[config.mk]
export PLATFORM = sky130hd
export DESIGN_NAME = song_sequencer
export DESIGN_NICKNAME = d
export VERILOG_FILES = /design/src/rtl/song_sequencer_pkg.sv /design/src/rtl/song_sequencer.sv
export SDC_FILE = /design/constraint.sdc
export NUM_CORES = 1
export LEC_CHECK = 0
export ABC_AREA = 1
export BUFFER_PORTS_ARGS = -buffer_cell sky130_fd_sc_hd__buf_2
export CAP_MARGIN = 20
export CORE_UTILIZATION = 44
export DETAILED_ROUTE_END_ITERATION = 10
export PLACE_DENSITY = 0.74
export SETUP_SLACK_MARGIN = 0.5
export SLEW_MARGIN = 20
export SYNTH_ARGS = -nofsm -noshare
export SYNTH_HDL_FRONTEND = slang
export SYNTH_SLANG_ARGS = --single-unit
[constraint.sdc]
create_clock -name clk -period 1.35 [get_ports clk]
set_input_delay 0.27 -clock clk [delete_from_list [all_inputs] [get_ports clk]]
set_output_delay 0.27 -clock clk [all_outputs]
set_load 0.01 [all_outputs]
[src/rtl/song_sequencer_pkg.sv]
// Shared definitions for the song sequencer: field widths, FSM state codes, ROM word field helpers.
// Latency: n/a (package only).
// Backpressure: n/a (package only).
package song_sequencer_pkg;

    localparam int SONG_W = 2;                // 4 songs
    localparam int IDX_W  = 5;                // 32 ROM words per song
    localparam int NOTE_W = 6;                // note code, matches note_player note_to_load
    localparam int DUR_W  = 6;                // duration in 1/48 s beats
    localparam int WORD_W = NOTE_W + DUR_W;   // ROM word {note, duration}
    localparam int ADDR_W = SONG_W + IDX_W;   // ROM address {song, idx}

    localparam logic [2:0] FETCH    = 3'd0;
    localparam logic [2:0] DECODE   = 3'd1;
    localparam logic [2:0] LOAD     = 3'd2;
    localparam logic [2:0] SETTLE   = 3'd3;
    localparam logic [2:0] PLAYING  = 3'd4;
    localparam logic [2:0] ADVANCE  = 3'd5;
    localparam logic [2:0] SONG_END = 3'd6;

    localparam logic [IDX_W-1:0] IDX_LAST = '1;

    function automatic logic [NOTE_W-1:0] word_note(input logic [WORD_W-1:0] w);
        return w[WORD_W-1:DUR_W];
    endfunction

    // A zero duration is the end-of-song marker.
    function automatic logic [DUR_W-1:0] word_dur(input logic [WORD_W-1:0] w);
        return w[DUR_W-1:0];
    endfunction

endpackage

[src/rtl/song_sequencer.sv]
// Steps through a song in an external synchronous ROM and hands each note to note_player.
// Latency: FETCH entry to new_note pulse 2 cycles; note_done to next new_note 4 cycles (play=1).
// Backpressure: play=0 holds in LOAD/PLAYING; note_done gates advancing to the next note.
//
// Ports:
//   clk, reset      clock, synchronous active-high reset
//   play            1 = run, 0 = pause
//   song            selected song; any change restarts from word 0 of the new song
//   rom_addr        {song_latched, idx} to song ROM (combinational from registers)
//   rom_data        {note, duration}, valid one cycle after rom_addr
//   note_done       note_player done_with_note (level)
//   note_out        note_player note_to_load
//   duration_out    note_player duration_to_load
//   new_note        one-cycle load pulse to note_player
//   song_done       level, current song finished
module song_sequencer
    import song_sequencer_pkg::*;
(
    input  logic              clk,
    input  logic              reset,
    input  logic              play,
    input  logic [SONG_W-1:0] song,
    output logic [ADDR_W-1:0] rom_addr,
    input  logic [WORD_W-1:0] rom_data,
    input  logic              note_done,
    output logic [NOTE_W-1:0] note_out,
    output logic [DUR_W-1:0]  duration_out,
    output logic              new_note,
    output logic              song_done
);

    logic [2:0]        state_q,     state_d;
    logic [IDX_W-1:0]  idx_q,       idx_d;
    logic [SONG_W-1:0] song_q,      song_d;
    logic [NOTE_W-1:0] note_q,      note_d;
    logic [DUR_W-1:0]  dur_q,       dur_d;
    logic              new_note_q,  new_note_d;
    logic              song_done_q, song_done_d;

    always_comb begin
        state_d     = state_q;
        idx_d       = idx_q;
        song_d      = song_q;
        note_d      = note_q;
        dur_d       = dur_q;
        new_note_d  = 1'b0;
        song_done_d = song_done_q;

        if (song != song_q) begin
            // Song change overrides everything; the note in flight is abandoned.
            song_d      = song;
            idx_d       = '0;
            song_done_d = 1'b0;
            state_d     = FETCH;
        end else begin
            case (state_q)
                FETCH: state_d = DECODE;
                DECODE: begin
                    if (word_dur(rom_data) == '0) begin
                        state_d     = SONG_END;
                        song_done_d = 1'b1;
                    end else begin
                        note_d     = word_note(rom_data);
                        dur_d      = word_dur(rom_data);
                        state_d    = LOAD;
                        // Pulse is registered, so it is armed on the way into LOAD.
                        new_note_d = play;
                    end
                end
                LOAD: begin
                    // new_note_q high means the pulse is being emitted this cycle.
                    if (new_note_q) begin
                        state_d = SETTLE;
                    end else begin
                        new_note_d = play;
                    end
                end
                // note_player still shows the previous note's done here.
                SETTLE: state_d = PLAYING;
                PLAYING: begin
                    if (note_done && play) begin
                        state_d = ADVANCE;
                    end
                end
                ADVANCE: begin
                    if (idx_q == IDX_LAST) begin
                        state_d     = SONG_END;
                        song_done_d = 1'b1;
                    end else begin
                        idx_d   = idx_q + 1'b1;
                        state_d = FETCH;
                    end
                end
                SONG_END: state_d = SONG_END;
                default:  state_d = FETCH;
            endcase
        end
    end

    always_ff @(posedge clk) begin
        if (reset) begin
            state_q     <= FETCH;
            idx_q       <= '0;
            song_q      <= song;
            note_q      <= '0;
            dur_q       <= '0;
            new_note_q  <= 1'b0;
            song_done_q <= 1'b0;
        end else begin
            state_q     <= state_d;
            idx_q       <= idx_d;
            song_q      <= song_d;
            note_q      <= note_d;
            dur_q       <= dur_d;
            new_note_q  <= new_note_d;
            song_done_q <= song_done_d;
        end
    end

    assign rom_addr     = {song_q, idx_q};
    assign note_out     = note_q;
    assign duration_out = dur_q;
    assign new_note     = new_note_q;
    assign song_done    = song_done_q;

endmodule

* Word level (Yosys, flattened, before mapping)
Index checks and enable logic that the tools add are counted.
** Operators by class
- Add/subtract/negate cells :: 1
- Mux-type cells :: 13
- Eq/ne operators :: 12
- Bitwise logic cells :: 3
- Reductions and logical operators :: 10
** Operators with widths (number)
- case mux 3 bit (7 select lines) :: 1
- two-way mux 3 bit :: 4
- == test 3 bit (second input constant) :: 3
- inequality test 2 bit (second input constant) :: 4
- == test 3 x 2 -> 1 bit (second input constant) :: 2
- logical NOT 6 bit :: 1
- AND reduction 3 bit :: 2
- adder 5 x 1 -> 5 bit (second input constant) :: 1
- == test 5 bit (second input constant) :: 1
- two-way mux 1 bit :: 4
- two-way mux 2 bit :: 2
- case mux 1 bit (2 select lines) :: 2
- AND reduction 2 bit :: 2
- nonzero test 2 bit :: 2
- == test 3 x 1 -> 1 bit (second input constant) :: 1
- logical NOT 3 bit :: 1
- inverter 1 bit :: 3
- inequality test 2 bit :: 1
- OR reduction 2 bit :: 1
- logical AND 1 bit :: 1
** Word-level totals
- Bits in registers :: 24
- Logic and storage cells :: 46
- Bits of input ports :: 18
- Output and inout port bits :: 21

* Longest topological paths before layout
- Depth in word-level cells :: 3
- Mapped depth :: 9
- Mapped depth without buffers :: 9

* Worst setup path before layout
OpenSTA, ideal clock, no wires.
- Path kind :: flip-flop to flip-flop
- Start :: register idx_q[0]
- End :: register idx_q[0]
- Path buffers :: 0
- Data required time :: 1.277 ns
- Slack :: -0.133 ns
- Arrival :: 1.409 ns
- Cell stages (with the launch flop) :: 9
- Period minus slack after synthesis :: 1.483 ns
- Setup time :: 0.073 ns
- Path through :: dfxtp_1 > ha_1 > nand2_1 > nor2_1 > ha_1 > inv_1 > nand4_1 > or2_0 > a21oi_1
** Between the ends
- Cells in the longest elaborated chain, start to end :: 3
- Elaborated cells between the ends (all ways) :: 4
- Those cells by class :: 1 x add/sub; 1 x eq/ne; 1 x bitwise; 1 x reduce/logical
** RTL lines
- start: declaration :: line song_sequencer.sv:33 : logic [IDX_W-1:0] idx_q, idx_d;
- start signal: assignment :: line song_sequencer.sv:111 : idx_q <= idx_d;
- branches (longest 3 deep; another with adder 5 x 1 -> 5 bit)
Parallel ways; which one is timed is not known.
A chain may end at the register's enable or synchronous reset.

* Worst setup path in the final report
- Start :: register idx_q[0]
- End :: register idx_q[3]
Same word-level chain as after synthesis.

==> impl_metrics.toml <==
[synth]
synth_top_area_frac = 0.381
synthMostInstantiatedCell = "nor2_1"
syn-num-nets = 187
yosysTopAreaCell = "dfxtp_1"
synth-seq-cells = 24
yosys-top-cells-count = "nor2_1, nand2_1, inv_1"
syn_area_um2 = 1150
seq_area_frac_synth = 0.433
synthArstFlopShare = 0
ys_top_cells_by_area = "dfxtp_1, nor2_1, nand2_1"
yosysWarnings = 0
postSynthCellCount = 167
avgSynthCellArea_um2 = 6.92
ys_types = 23
synth_top_flop_cell = "dfxtp_1"
synth_edf_count = 2

[setup_path]
r2r_start = "idx_q[0]"
required_ns = 1.60
worstSetupPathType = "reg -> reg"
r2r_cells = 9
worst-path-max-fanout = 4
worstSetupEndpointType = "flip-flop"
r2r_end = "idx_q[3]"
arrival_ns = 1.88
r2r_setup_slack_ns = -0.28
worstSetupStartpointType = "flip-flop"

[floorplan]
start_util = 0.466
die_y_um = 53.2
ios = 39
die_area_um2 = 2830
rows = 18
die_width_um = 53.2
core_um2 = 2480

[timing]
setup_viol = 9
maxSlewHeadroom = 0.744
hold_viol = 0
report.final.slew_viol_count = 0
worstMarginPinSlew_ns = 0.380
finalCritPeriodShare = 1.21
layout_setup_ws_ns = -0.277
min_period_ns = 1.63
max_freq_mhz = 615
fin_skew_ns = 0.00478
rsz0062_at_grt = "yes"

[cells_and_area]
layout-drive-gt1-share = 0.547
nets = 257
fillers = 145
final_util = 0.823
stdcell_count = 267
areaGrowthSynthToFinish_pct = 76.6

[run_status]
violations = "negative setup slack"
status = "finished with violations"

[clock_tree]
postCtsHoldBufs = 0
cts_made_buffers = 3
cts_sinks = 24
clockRootBuffer = "clkbuf_4"
clock_path_buffers = 2
ctsHtreeMaxLevel = 1
clk_latency_ns = 0.32
clkSlewWorstSetupHoldPaths_ns = 0.13
cts_tree = "built"

[global_route]
grt_max_degree = 16
overflow = 0
grt_pass1_vias = 1294
grt.total_usage = 0.268
grt_first_pass_wirelength_mm = 5.45
antenna_found_initial = 1

[detailed_routing]
vias = 1383
firstDrtPassIters = 4
via_per_inst = 5.18
wl_per_cell_um = 14.5
finalWirelength_mm = 3.88
drt_iter0_drc = 32
drc = 0
ant_nets = 0

[placement]
gp_congestion = 0.782
io_buffer_count = 38
dp.cells = 239
hpwl_mm = 1.83

[pwr]
power.density_nw_per_um2 = 741
ir_worst_vdd_mv = 0.546
power.leakage_nw = 0.939

[worst_hold_path]
whs_endpoint = "song_q[0]"
hold_path_depth = 1
min_path_type = "in -> reg"
worstHoldStart = "song[0]"

[run]
cap_violations = 0
state kept, by name, indices dropped and copies added (netlist names):
register,flops
song_q,2
song_done,1
note_out,6
idx_q,5
new_note,1
duration_out,6
state_q,3
worst max-delay path by stage:
stage / startpoint / endpoint / cells past startpoint / slack, ns
after floorplan: idx_q[0] / idx_q[0] / 8 / -0.03
after global placement: idx_q[0] / idx_q[0] / 8 / 0.002
after detailed placement: idx_q[0] / idx_q[0] / 8 / -0.12
after CTS: idx_q[1] / idx_q[0] / 8 / -0.13
after global routing: idx_q[0] / idx_q[3] / 9 / -0.35
final: idx_q[0] / idx_q[3] / 9 / -0.28
cell usage in the layout, fill, tap and decap left out, drive strengths merged:
| cell type | count |
|---|---|
| ha | 2 |
| o22ai | 1 |
| buf | 69 |
| diode | 1 |
| nand3 | 7 |
| clkbuf | 4 |
| nor2 | 37 |
| o21a | 1 |
| a21oi | 7 |
| nand4 | 14 |
| clkinv | 1 |
| nor3 | 3 |
| dfxtp | 22 |
| or2 | 1 |
| nand2 | 35 |
| o21ai | 3 |
| edfxtp | 2 |
| inv | 27 |
worst max-delay path, stage by stage (launching register included):
cell and delay (ns):
dfxtp_4 0.38, ha_4 0.16, nand2_2 0.05, nor2_2 0.04, ha_2 0.19, inv_2 0.06, nand4_1 0.17, nor2_1 0.22
nand2_1 0.12, a21oi_1 0.18
final cells by class:
class                           instances  area [um^2]  share of cell area
Clock buffer                            4         36.3              0.0178
Inverter                               28          110              0.0540
Tap cell                               30         37.5              0.0184
Multi-Input combinational cell        111          662               0.325
Sequential cell                        24          536               0.263
Antenna cell                            1         2.50             0.00123
Timing Repair Buffer                   69          656               0.321
per-stage QoR:
stage | power, mW | setup slack [ns] | TNS (ns) | cell area, um^2 | hold slack, ns
after floorplan | 0.913 | -0.0344 | -0.0344 | 1210 | 0.369
after global placement | 0.987 | 0.00238 | 0 | 1480 | 0.442
after detailed placement | 0.992 | -0.123 | -0.232 | 1480 | 0.443
after CTS | 1.49 | -0.131 | -0.264 | 1920 | 0.150
after global routing | 1.58 | -0.354 | -2.28 | 2040 | 0.145
final | 1.51 | -0.277 | -1.20 | 2040 | 0.154
kinds of logic (layout without fill, tap and decap cells):
logic type               count (synthesis)  count (layout)  synth area share
AND/OR/NAND/NOR                         96              97             0.374
buffers and inverters                   33             101             0.116
flip-flops                              24              24             0.433
AO/OA/AOI/OAI                           12              12            0.0553
adder cells (fa/ha/maj)                  2               2            0.0217
other                                    0               1                 0
per-layer routing:
metal  part of all wire  global-route usage  vias to the layer above
met2               0.51               0.467                       55
met3              0.040              0.0316                       18
met1               0.41               0.317                      642
li1                   -                   -                      668
met4              0.048               0.140                        0
met5                  0                   0                        -
power by group:
part	switching [mW]	total, mW	internal, mW
Sequential	0.0187	0.761	0.743
Clock	0.224	0.389	0.165
Combinational	0.181	0.361	0.180
what timing repair did:
item                       CTS  global route
resized for setup           58            22
setup buffers               15             5
setup endpoints to repair   45            45
pin swaps                   17            23
cloned                       3             0
(Power assumes the default switching activity.)
